===== src/rtl/sha256_block_loader_pkg.sv =====
// Shared constants and state type for the SHA-256 message block loader.
package sha256_block_loader_pkg;

  localparam int DATA_W      = 8;
  localparam int BLOCK_BYTES = 64;
  localparam int BLOCK_W     = DATA_W * BLOCK_BYTES;
  localparam int CNT_W       = 6;
  localparam int LANE_IDX_W  = 9;

  // Counter value of the final byte of a block.
  localparam logic [CNT_W-1:0] LAST_CNT = CNT_W'(BLOCK_BYTES - 1);

  // FILL collects bytes, HOLD presents a complete block to the core.
  typedef enum logic [0:0] {
    FILL = 1'b0,
    HOLD = 1'b1
  } loader_state_e;

  // Bit offset of the lane for byte number cnt; byte 0 sits in the top byte.
  function automatic logic [LANE_IDX_W-1:0] lane_lsb(input logic [CNT_W-1:0] cnt);
    return {~cnt, 3'b000};
  endfunction

endpackage


===== src/rtl/sha256_block_loader_if.sv =====
// Byte-stream input and block handshake signals of the block loader.
interface sha256_block_loader_if;
  import sha256_block_loader_pkg::*;

  logic [DATA_W-1:0]  data;
  logic               write_enable;
  logic               first_block;
  logic               last_block;
  logic               busy;
  logic [BLOCK_W-1:0] block_data;
  logic               block_first;
  logic               block_last;
  logic               block_valid;
  logic               block_ready;
  logic               overrun;

  // Loader side.
  modport slave (
    input  data, write_enable, first_block, last_block, block_ready,
    output busy, block_data, block_first, block_last, block_valid, overrun
  );

  // Writer / core side.
  modport master (
    output data, write_enable, first_block, last_block, block_ready,
    input  busy, block_data, block_first, block_last, block_valid, overrun
  );

endinterface


===== src/rtl/sha256_block_loader.sv =====
// Packs a byte stream into big-endian 512-bit blocks and hands each block
// to the compression core over a valid/ready handshake.
module sha256_block_loader
  import sha256_block_loader_pkg::*;
(
  input  logic                 clk,
  input  logic                 reset,
  sha256_block_loader_if.slave bus
);

  loader_state_e      r_state;
  loader_state_e      w_next_state;
  logic [CNT_W-1:0]   r_cnt;
  logic [BLOCK_W-1:0] r_block_data;
  logic               r_first;
  logic               r_last;
  logic               r_overrun;

  logic               w_accept;
  logic               w_drop;
  logic               w_last_byte;
  logic [LANE_IDX_W-1:0] w_lane_lsb;

  // Classify the current write: accepted while filling, dropped while holding.
  always_comb begin
    w_accept    = 1'b0;
    w_drop      = 1'b0;
    w_last_byte = 1'b0;
    w_lane_lsb  = lane_lsb(r_cnt);
    if (r_state == FILL) begin
      w_accept    = bus.write_enable;
      w_last_byte = bus.write_enable && (r_cnt == LAST_CNT);
    end else begin
      w_drop = bus.write_enable;
    end
  end

  // State register.
  always_ff @(posedge clk or posedge reset) begin
    if (reset) begin
      r_state <= FILL;
    end else begin
      r_state <= w_next_state;
    end
  end

  // Next state: leave FILL on the 64th byte, leave HOLD on handshake.
  always_comb begin
    w_next_state = r_state;
    case (r_state)
      FILL: begin
        if (w_last_byte) begin
          w_next_state = HOLD;
        end else begin
          w_next_state = FILL;
        end
      end
      HOLD: begin
        if (bus.block_ready) begin
          w_next_state = FILL;
        end else begin
          w_next_state = HOLD;
        end
      end
      default: w_next_state = FILL;
    endcase
  end

  // Outputs come straight from registers; valid and busy both mean HOLD.
  always_comb begin
    bus.busy        = (r_state == HOLD);
    bus.block_valid = (r_state == HOLD);
    bus.block_data  = r_block_data;
    bus.block_first = r_first;
    bus.block_last  = r_last;
    bus.overrun     = r_overrun;
  end

  // Byte lanes, counter and block flags; the counter wraps to 0 on byte 63,
  // so it is already cleared for the next block while holding.
  always_ff @(posedge clk or posedge reset) begin
    if (reset) begin
      r_cnt        <= '0;
      r_block_data <= '0;
      r_first      <= 1'b0;
      r_last       <= 1'b0;
    end else if (w_accept) begin
      r_block_data[w_lane_lsb +: DATA_W] <= bus.data;
      r_cnt <= r_cnt + 6'd1;
      if (r_cnt == 6'd0) begin
        r_first <= bus.first_block;
        r_last  <= bus.last_block;
      end
    end
  end

  // Sticky flag for any byte written while the loader was busy.
  always_ff @(posedge clk or posedge reset) begin
    if (reset) begin
      r_overrun <= 1'b0;
    end else if (w_drop) begin
      r_overrun <= 1'b1;
    end
  end

endmodule

===== src/flat_wrapper.sv =====
// flat-port wrapper written by rule: the top's interface ports become plain ports
module sha256_block_loader_flat import sha256_block_loader_pkg::*;
  (clk, reset, bus_data, bus_write_enable, bus_first_block, bus_last_block, bus_block_ready, bus_busy, bus_block_data, bus_block_first, bus_block_last, bus_block_valid, bus_overrun);
  sha256_block_loader_if bus_i ();
  input  logic clk;
  input  logic reset;
  input wire logic [$bits(bus_i.data)-1:0] bus_data;
  input wire logic [$bits(bus_i.write_enable)-1:0] bus_write_enable;
  input wire logic [$bits(bus_i.first_block)-1:0] bus_first_block;
  input wire logic [$bits(bus_i.last_block)-1:0] bus_last_block;
  input wire logic [$bits(bus_i.block_ready)-1:0] bus_block_ready;
  output wire logic [$bits(bus_i.busy)-1:0] bus_busy;
  output wire logic [$bits(bus_i.block_data)-1:0] bus_block_data;
  output wire logic [$bits(bus_i.block_first)-1:0] bus_block_first;
  output wire logic [$bits(bus_i.block_last)-1:0] bus_block_last;
  output wire logic [$bits(bus_i.block_valid)-1:0] bus_block_valid;
  output wire logic [$bits(bus_i.overrun)-1:0] bus_overrun;
  assign bus_i.data = bus_data;
  assign bus_i.write_enable = bus_write_enable;
  assign bus_i.first_block = bus_first_block;
  assign bus_i.last_block = bus_last_block;
  assign bus_i.block_ready = bus_block_ready;
  assign bus_busy = bus_i.busy;
  assign bus_block_data = bus_i.block_data;
  assign bus_block_first = bus_i.block_first;
  assign bus_block_last = bus_i.block_last;
  assign bus_block_valid = bus_i.block_valid;
  assign bus_overrun = bus_i.overrun;
  sha256_block_loader u_core (.clk(clk), .reset(reset), .bus(bus_i));
endmodule

===== config.mk =====
export PLATFORM = sky130hd
export DESIGN_NAME = sha256_block_loader_flat
export DESIGN_NICKNAME = d
export VERILOG_FILES = /design/src/rtl/sha256_block_loader_pkg.sv /design/src/rtl/sha256_block_loader_if.sv /design/src/rtl/sha256_block_loader.sv /design/src/flat_wrapper.sv
export SDC_FILE = /design/constraint.sdc
export NUM_CORES = 1
export LEC_CHECK = 0
export CAP_MARGIN = 10
export CORE_MARGIN = 4
export CORE_UTILIZATION = 48
export CTS_BUF_LIST = sky130_fd_sc_hd__clkbuf_4 sky130_fd_sc_hd__clkbuf_8
export DETAILED_ROUTE_END_ITERATION = 10
export GPL_ROUTABILITY_DRIVEN = 0
export GPL_TIMING_DRIVEN = 1
export MAX_ROUTING_LAYER = met4
export PLACE_DENSITY = 0.78
export SYNTH_ARGS = -nofsm -noshare
export SYNTH_HDL_FRONTEND = slang
export SYNTH_SLANG_ARGS = --single-unit

===== constraint.sdc =====
create_clock -name clk -period 27.1 [get_ports clk]
set_input_delay 8.13 -clock clk [delete_from_list [all_inputs] [get_ports clk]]
set_output_delay 8.13 -clock clk [all_outputs]
set_load 0.01 [all_outputs]

==> run_results.csv, run 1 <==
group,metric,value,unit
synth,syn-cell-area,0.0214,mm²
sta,maxSlewHeadroom,0.297,
cells_and_area,fill_cells,3301,
critical_path,worstPathArrival,10.77,ns
clocking,cts_hold_buf,0,
clocking,clock_latency,0.67,ns
critical_path,path_class,"input pin to flop",
floorplanning,core_area,0.0441,mm²
route,drt-total-wl,69.9,mm
global_route,met3_usage,0.0860,
global_route,grt_usage,0.296,
place,dp_hpwl,48.4,mm
worst_hold_path,hold_path_class,"flop to flop",
sta,fin_crit_sh,0.378,
route,post_drt_wl_per_cell,25.0,µm
cells_and_area,drive_gt1_frac,0.294,
cells_and_area,seqCellArea,0.0131,mm²
power_and_ir_drop,power.density,102,mW/mm²
route,num_vias,15700,
clocking,cts_resized,0,
global_route,grtUsageMet2,0.470,
synth,synth_top_flop_cell,"dfrtp_1",
synth,synth-simple-area-share,0.0767,
synth,yosys.area_share.adder,0.00175,
synth,synthArstFlopShare,1.00,
sta,hold_viol_final,0,
synth,ys_seq_elements,522,
place,post-place-cells,2647,
synth,synth_edf_count,0,
floorplanning,die-area,0.0481,mm²
sta,fmax,97.7,MHz
flow_run,maxCapViolCount,0,
clocking,clock-sinks,522,
clocking,cts_tree,"done",
global_route,antenna_found_initial,1,
synth,synthXorXnorAreaFrac,0.00520,
synth,synth_seq_area_share,0.610,
clocking,cts.path.max_buffers,3,
floorplanning,die_width,219,µm
power_and_ir_drop,vdd_drop_max,0.0774,mV
clocking,cts_made_buffers,84,
synth,ys_types,68,
synth,synth.avg_cell_area,13.4,µm²
global_route,grt_busiest_layer,"met2",
cells_and_area,multi_input_area,0.00789,mm²
synth,synth_top_family_by_area,"multiplexers",
sta,fin_setup_tns,0,ns
global_route,grt_max_degree,104,
sta,maxSlewViolCount,0,
sta,worstMarginPinSlew,1.05,ns
clocking,cts_max_level,3,
synth,synthesis.nets,1618,
floorplanning,die_h,219,µm
synth,synthMuxAreaShare,0.226,
global_route,grt_pass1_vias,16600,
sta,finalSetupViolations,0,
global_route,use_met1,0.364,
synth,postSynthCellCount,1601,
synth,synth_top_area_cell,"dfrtp_1",
critical_path,path_max_fanout,15,
floorplanning,num_rows,77,
place,io_buffers,530,
critical_path,required,27.64,ns
floorplanning,io-pin-count,531,
synth,yosysTopAreaCellShare,0.610,
clocking,root_buffer,"clkbuf_8",
critical_path,crit_path_start_kind,"input pin",
power_and_ir_drop,leakage,0.0134,µW
synth,synth-compound-area-share,0.0567,
global_route,grt_pass1_wl,104,mm
clocking,post_cts_buffers,0,
route,drtIter0Drc,1248,
cells_and_area,fin_cells,2800,
route,firstDrtPassIters,5,
synth,ys_warn_count,0,
route,drc,0,
cells_and_area,area_growth,35.8,%
route,drt-vias-per-instance,5.62,
synth,synth.area.top_cells,"dfrtp_1 61%, mux2_2 21%, o21ai_0 2.3%",
outcome,status,"finished, final reports clean",
cells_and_area,nets,2158,
cells_and_area,layout_common_cells,"522 x clkdlybuf4s50_1, 522 x dfrtp_1, 405 x mux2_2, 102 x clkbuf_8, 97 x o21ai_0",
critical_path,worstSetupEndpointType,"flop",
global_route,overflow,0,
clocking,clk_pin_slew,0.06,ns
floorplanning,initial_core_util,0.485,
sta,rsz0062_at_grt,"false",
sta,skew,0.0255,ns
route,antenna_left,0,
sta,finalCriticalPeriod,10.24,ns
[synthesized netlist by cell type (all sizes together) (5+ instances only)]
cell type,instances
mux2i,13
or3,5
inv,18
nand4,6
nor2,87
o21ai,100
nor3,19
nand2,94
nor2b,11
xnor2,8
mux2,415
o41ai,14
and2,44
buf,29
dfrtp,522
or2,6
clkbuf,78
nand3,15
nand2b,18
o31ai,42
a21oi,5
[state kept, by name, indices dropped and copies added, names as in the netlist]
signal                  flops
u_core.bus.block_first      1
u_core.bus.block_last       1
u_core.bus.overrun          1
u_core.bus.block_data     512
u_core.bus.block_valid      1
u_core.r_cnt                6
[worst max-delay path, stage by stage]
cell and delay (ns):
clkdlybuf4s50_1 0.56, nor2b_1 0.15, buf_4 0.21, nand2_1 0.21, nor3_1 0.46, nor2b_1 0.63, mux2_2 0.41
[worst paths after layout]
kind / from / to / slack, ns / cells after the start
min in group asynchronous: reset / u_core.bus.block_data[168]$_DFFE_PP0P_ / 8.01 / 2
worst max-delay path: bus_write_enable / u_core.bus.block_data[394]$_DFFE_PP0P_ / 16.86 / 7
worst min-delay path: u_core.bus.block_data[3]$_DFFE_PP0P_ / u_core.bus.block_data[3]$_DFFE_PP0P_ / 0.48 / 2
worst min register to register: u_core.bus.block_data[3]$_DFFE_PP0P_ / u_core.bus.block_data[3]$_DFFE_PP0P_ / 0.48 / 2
worst max register to register: u_core.r_cnt[0]$_DFFE_PP0P_ / u_core.bus.block_data[191]$_DFFE_PP0P_ / 23.14 / 7
max in group asynchronous: reset / u_core.bus.block_data[149]$_DFFE_PP0P_ / 16.90 / 4
[area by class of cell]
| class | count | share of cell area |
|---|---|---|
| Antenna cell | 1 | 0.0000860 |
| Clock buffer | 136 | 0.0570 |
| Clock inverter | 16 | 0.00542 |
| Inverter | 19 | 0.00271 |
| Multi-Input combinational cell | 953 | 0.271 |
| Sequential cell | 522 | 0.449 |
| Tap cell | 592 | 0.0255 |
| Timing Repair Buffer | 561 | 0.189 |
[metal layers]
| layer | up-vias | routed length (µm) |
|---|---|---|
| li1 | 6705 | - |
| met1 | 8082 | 26900 |
| met2 | 793 | 33800 |
| met3 | 142 | 6780 |
| met4 | 0 | 2380 |
| met5 | - | 0 |
[cells by family (layout without fill, tap and decap cells)]
| family | count (synthesis) | count (layout) |
|---|---|---|
| compound gates | 192 | 192 |
| buf+inv | 126 | 732 |
| simple gates | 319 | 319 |
| fa+ha+maj | 3 | 3 |
| flops | 522 | 522 |
| xor+xnor | 11 | 11 |
| other cells | 0 | 1 |
| mux | 428 | 428 |
[power by group]
| part | total, µW | internal, µW | switching (µW) |
|---|---|---|---|
| clock network | 728 | 409 | 319 |
| registers | 1120 | 977 | 144 |
| logic | 1130 | 557 | 572 |
[stage by stage]
| stage | utilization | setup slack [ns] | area, µm² | hold WS (ns) | total power (µW) |
|---|---|---|---|---|---|
| 3_3_place_gp | 0.618 | 16.20 | 27300 | 0.464 | 2220 |
| 5_1_grt | 0.659 | 16.53 | 29100 | 0.509 | 3120 |
| 6_report | 0.659 | 16.86 | 29100 | 0.477 | 2980 |
| 3_5_place_dp | 0.618 | 16.16 | 27300 | 0.469 | 2260 |
| 2_1_floorplan | - | 4.39 | 21400 | 0.493 | 1630 |
| 4_1_cts | 0.659 | 16.87 | 29100 | 0.482 | 2990 |
No activity file was read; power rests on OpenSTA's default activity.
==> run 2, diff against run 1 <==
==> constraint.sdc (replaced) <==
create_clock -name clk -period 9.85 [get_ports clk]
set_input_delay 2.955 -clock clk [delete_from_list [all_inputs] [get_ports clk]]
set_output_delay 2.955 -clock clk [all_outputs]
set_load 0.01 [all_outputs]
==> run_results.csv, run 2 (synthesis gave the netlist of run 1 again) <==
group,metric,value,unit
critical_path,path_max_fanout,15,
cells_and_area,drive_gt1_frac,0.292,
clocking,cts_hold_buf,0,
floorplanning,die_h,219,µm
critical_path,rr_endpoint,"u_core.bus.block_data[244]$_DFFE_PP0P_",
critical_path,worstSetupEndpointType,"flop",
route,drt-vias-per-instance,5.57,
floorplanning,core_area,0.0441,mm²
global_route,overflow,0,
flow_run,maxCapViolCount,0,
clocking,cts_max_level,3,
floorplanning,io-pin-count,531,
global_route,grt_pass1_vias,16500,
route,drt-total-wl,69.4,mm
sta,worstMarginPinSlew,1.21,ns
clocking,cts.path.max_buffers,3,
critical_path,path_cells,"clkdlybuf4s50_1 > nor2b_1 > buf_4 > nand2_1 > nor3_1 > nor2b_1 > mux2_2",
clocking,clock-sinks,522,
critical_path,cp_slowest_cell,"nor2b_1",
power_and_ir_drop,power.density,282,mW/mm²
critical_path,critPathTopFamily,"simple AND/OR/NAND/NOR gates",
cells_and_area,largest_reg_flops,512,
power_and_ir_drop,p_comb_frac,0.380,
clocking,cts_resized,0,
sta,rsz0062_at_grt,"false",
critical_path,r2r_slack,5.85,ns
power_and_ir_drop,vdd_drop_max,0.182,mV
clocking,cts_made_buffers,85,
place,dp_slack,4.15,ns
sta,setup_ws,4.83,ns
floorplanning,die_width,219,µm
route,drc,0,
place,dp_hpwl,48.0,mm
floorplanning,die-area,0.0481,mm²
critical_path,required,10.39,ns
critical_path,crit_path_start_kind,"input pin",
critical_path,critical-path-max-stage-delay,0.65,ns
place,post_dp_cell_area,0.0273,mm²
sta,finalSetupViolations,0,
route,num_vias,15600,
sta,maxSlewHeadroom,0.195,
power_and_ir_drop,p_sw_frac,0.347,
global_route,antenna_found_initial,1,
worst_hold_path,hold_path_class,"flop to flop",
global_route,grt_pass1_wl,104,mm
route,antenna_left,0,
clocking,root_buffer,"clkbuf_8",
floorplanning,num_rows,77,
critical_path,path_class,"input pin to flop",
clocking,clk_pin_slew,0.07,ns
worst_hold_path,hold-path-endpoint,"u_core.bus.block_data[106]$_DFFE_PP0P_",
cells_and_area,layout_common_cells,"522 x clkdlybuf4s50_1, 522 x dfrtp_1, 405 x mux2_2, 108 x clkbuf_8, 97 x o21ai_0",
clocking,post_cts_buffers,0,
sta,maxSlewViolCount,0,
global_route,grt_usage,0.295,
cells_and_area,area_growth,35.9,%
global_route,grt_max_degree,191,
worst_hold_path,hold_depth,2,
worst_hold_path,min_from,"u_core.bus.block_data[106]$_DFFE_PP0P_",
critical_path,r2r-start,"u_core.r_cnt[1]$_DFFE_PP0P_",
critical_path,reg2reg_depth,6,
place,io_buffers,530,
outcome,status,"finished, final reports clean",
clocking,clock_latency,0.68,ns
power_and_ir_drop,power.internal,5360,µW
route,firstDrtPassIters,5,
critical_path,critPathBufInv,2,
sta,hold_viol_final,0,
cells_and_area,fill_cells,3258,
sta,fin_crit_sh,0.510,
clocking,cts_tree,"done",
sta,skew,0.0223,ns
power_and_ir_drop,switching_power,2850,µW
route,drtIter0Drc,1139,
cells_and_area,stdcell_area,0.0291,mm²
critical_path,cp_common_cell,"nor2b_1",
floorplanning,initial_core_util,0.485,
sta,fmax,199,MHz
critical_path,worstPathArrival,5.57,ns
power_and_ir_drop,pwr-share-seq,0.375,
sta,finalCriticalPeriod,5.02,ns
power_and_ir_drop,clkPwrFrac,0.245,
route,post_drt_wl_per_cell,24.9,µm
power_and_ir_drop,leakage,0.0134,µW
cells_and_area,nets,2155,
## run 2: changes by cell type in the layout (fill, tap and decap cells not counted), moves of 2 or more
| cell | previous run | this run |
|---|---|---|
| buf_4 | 31 | 25 |
| clkinvlp_4 | 1 | 6 |
| buf_12 | 0 | 2 |
| inv_8 | 2 | 0 |
| clkbuf_4 | 34 | 21 |
| clkbuf_8 | 102 | 108 |
| clkinv_2 | 7 | 11 |
| inv_6 | 5 | 0 |
## run 2: layout make-up
cell class / count / area, µm² / area share
Sequential cell: 522 / 13100 / 0.449
Multi-Input combinational cell: 953 / 7910 / 0.272
Timing Repair Buffer: 557 / 5490 / 0.189
Clock buffer: 129 / 1640 / 0.0565
Tap cell: 592 / 741 / 0.0254
Clock inverter: 20 / 191 / 0.00658
Inverter: 19 / 75.1 / 0.00258
Antenna cell: 1 / 2.50 / 0.0000859
## run 2: worst max path at each step
stage | from | endpoint | slack [ns] | cells after the start
after floorplan | reset | u_core.bus.block_data[0]$_DFFE_PP0P_ | -0.20 | 1
after global placement | bus_write_enable | u_core.bus.block_data[394]$_DFFE_PP0P_ | 4.23 | 7
after detailed placement | bus_write_enable | u_core.bus.block_data[397]$_DFFE_PP0P_ | 4.15 | 7
after CTS | bus_write_enable | u_core.bus.block_data[394]$_DFFE_PP0P_ | 4.88 | 7
after global routing | bus_write_enable | u_core.bus.block_data[399]$_DFFE_PP0P_ | 4.59 | 7
final | bus_write_enable | u_core.bus.block_data[395]$_DFFE_PP0P_ | 4.83 | 7
## run 2: stage by stage
step / total power (µW) / hold slack (ns) / setup TNS [ns] / instances / utilization
global placement: 6120 / 0.461 / 0 / 2643 / 0.618
finish: 8210 / 0.478 / 0 / 2793 / 0.660
global route: 8600 / 0.509 / 0 / 2792 / 0.660
CTS: 8240 / 0.483 / 0 / 2792 / 0.660
detailed placement: 6200 / 0.469 / 0 / 2643 / 0.618
floorplan: 4490 / 0.493 / -102.94 / 1601 / -
## run 2: routing by layer
metal | up-vias | wire (µm) | global-route usage
met3 | 136 | 6370 | 0.0881
met4 | 0 | 2410 | 0.110
met2 | 732 | 34100 | 0.477
li1 | 6714 | - | -
met5 | - | 0 | -
met1 | 7972 | 26500 | 0.352
## run 2: worst register-to-register path: cells and delay by family, from the launching register on
kind / cells / cell delay, ns
AOI/OAI and AO/OA: 1 / 0.39
xor gates and xnor gates: 1 / 0.48
adders and majority gates: 1 / 0.74
muxes: 1 / 0.41
and+or+nand+nor: 2 / 1.16
DFF: 1 / 0.69
## run 2: power by group through the flow
stage	combinational [µW]	clock, µW	sequential (µW)
finish	3120	2010	3080
global route	3300	2150	3140
CTS	3120	2040	3070
detailed placement	3100	0	3100
global placement	3050	0	3070
floorplan	1250	0	3240
==> run 3, diff against run 2 <==
==> constraint.sdc (replaced) <==
create_clock -name clk -period 5 [get_ports clk]
set_input_delay 1.5 -clock clk [delete_from_list [all_inputs] [get_ports clk]]
set_output_delay 1.5 -clock clk [all_outputs]
set_load 0.01 [all_outputs]
==> run_results.csv, run 3 (synthesis gave the netlist of run 1 again) <==
group,metric,value,unit
sta,finalSetupViolations,0,
sta,fin_crit_sh,0.794,
global_route,grt_usage,0.300,
clocking,root_buffer,"clkbuf_8",
route,drt-total-wl,70.7,mm
power_and_ir_drop,switching_power,5610,µW
clocking,clk_pin_slew,0.06,ns
sta,setup_ws,1.03,ns
sta,rsz0062_at_grt,"false",
sta,worstMarginPinSlew,1.19,ns
floorplanning,core_area,0.0441,mm²
sta,finalCriticalPeriod,3.97,ns
floorplanning,io-pin-count,531,
sta,fmax,252,MHz
floorplanning,die_h,219,µm
clocking,clock-sinks,522,
floorplanning,initial_core_util,0.485,
critical_path,required,5.51,ns
sta,fin_setup_tns,0,ns
global_route,overflow,0,
power_and_ir_drop,leakage,0.0134,µW
power_and_ir_drop,pwr-share-seq,0.376,
power_and_ir_drop,power.internal,10400,µW
clocking,cts_max_level,3,
critical_path,path_class,"flop to flop",
critical_path,path_max_fanout,28,
clocking,cts_resized,0,
global_route,antenna_found_initial,3,
route,drc,0,
clocking,cts.path.max_buffers,3,
global_route,grt_max_degree,103,
sta,maxSlewHeadroom,0.207,
critical_path,crit_path_start_kind,"flop",
place,io_buffers,530,
route,drt-vias-per-instance,5.58,
power_and_ir_drop,power.density,548,mW/mm²
cells_and_area,nets,2169,
global_route,grt_pass1_wl,105,mm
power_and_ir_drop,vdd_drop_max,0.369,mV
cells_and_area,fin_cells,2806,
clocking,post_cts_buffers,0,
global_route,grt_pass1_vias,16500,
place,dp_hpwl,50.0,mm
place,post-place-cells,2658,
route,drtIter0Drc,1136,
power_and_ir_drop,p_comb_frac,0.388,
clocking,cts_made_buffers,84,
critical_path,worstPathArrival,4.48,ns
clocking,cts_hold_buf,0,
cells_and_area,utilization,0.662,
floorplanning,num_rows,77,
route,num_vias,15700,
clocking,clock_latency,0.65,ns
route,firstDrtPassIters,5,
worst_hold_path,hold_path_class,"flop to flop",
flow_run,maxCapViolCount,0,
cells_and_area,area_growth,36.3,%
critical_path,worstSetupEndpointType,"flop",
outcome,status,"finished, final reports clean",
cells_and_area,largest_reg_flops,512,
power_and_ir_drop,p_sw_frac,0.351,
sta,maxSlewViolCount,0,
sta,skew,0.0290,ns
cells_and_area,drive_gt1_frac,0.296,
power_and_ir_drop,clkPwrFrac,0.236,
clocking,cts_tree,"done",
floorplanning,die_width,219,µm
route,post_drt_wl_per_cell,25.2,µm
place,dp_slack,0.377,ns
cells_and_area,layout_common_cells,"522 x clkdlybuf4s50_1, 522 x dfrtp_1, 405 x mux2_2, 103 x clkbuf_8, 97 x o21ai_0",
route,antenna_left,0,
sta,hold_viol_final,0,
floorplanning,die-area,0.0481,mm²
[run 3: changes by cell type in the layout (fill, tap and decap cells not counted), moves of 5 or more]
cell      before  now
buf_4         25   35
buf_12         2    7
clkbuf_4      21   26
clkbuf_8     108  103
[run 3: power groups by stage]
stage	Sequential, µW	Combinational (µW)	Clock [µW]
after CTS	6000	6220	3840
after global routing	6140	6580	4050
final	6020	6200	3780
after detailed placement	6060	6180	0
after global placement	6010	6070	0
after floorplan	6390	2470	0
[run 3: path summary, 6_finish.rpt]
path / from / to / slack (ns) / depth (start not counted)
worst max-delay path: u_core.r_cnt[0]$_DFFE_PP0P_ / u_core.bus.block_data[243]$_DFFE_PP0P_ / 1.03 / 6
min in group asynchronous: reset / u_core.bus.block_data[366]$_DFFE_PP0P_ / 1.31 / 2
worst min register to register: u_core.bus.overrun$_DFFE_PP0P_ / u_core.bus.overrun$_DFFE_PP0P_ / 0.47 / 1
worst min-delay path: u_core.bus.overrun$_DFFE_PP0P_ / u_core.bus.overrun$_DFFE_PP0P_ / 0.47 / 1
worst max register to register: u_core.r_cnt[0]$_DFFE_PP0P_ / u_core.bus.block_data[243]$_DFFE_PP0P_ / 1.03 / 6
max in group asynchronous: reset / u_core.bus.block_data[135]$_DFFE_PP0P_ / 2.70 / 3
[run 3: cell type report]
type | count | area (µm²)
clock buffers | 129 | 1610
repair buffers | 572 | 5670
multi-input cells | 953 | 7910
flip-flops and latches | 522 | 13100
diodes | 2 | 5.00
well taps | 592 | 741
clock inverters | 17 | 119
fillers | 3289 | 14900
inverters | 19 | 75.1
[run 3: metrics by stage]
stage | total power [µW] | cell area [µm²] | hold WS, ns
finish | 16000 | 29200 | 0.472
global route | 16800 | 29200 | 0.499
CTS | 16100 | 29200 | 0.480
detailed placement | 12200 | 27500 | 0.456
global placement | 12100 | 27400 | 0.454
floorplan | 8860 | 21400 | 0.493
[run 3: per-layer routing]
layer | part of all wire | wire length [µm] | up-vias | GRT usage
met5 | 0 | 0 | - | -
met4 | 0.033 | 2360 | 0 | 0.103
met3 | 0.092 | 6500 | 152 | 0.0896
met2 | 0.49 | 34400 | 721 | 0.481
met1 | 0.39 | 27400 | 8060 | 0.365
li1 | - | - | 6727 | -
[run 3: critical path, stage by stage (launching register included)]
cell and delay, ns:
dfrtp_1 0.68, ha_1 0.75, nand3_2 0.29, xnor2_2 0.47
o21ai_4 0.36, or4_1 0.88, mux2_4 0.39
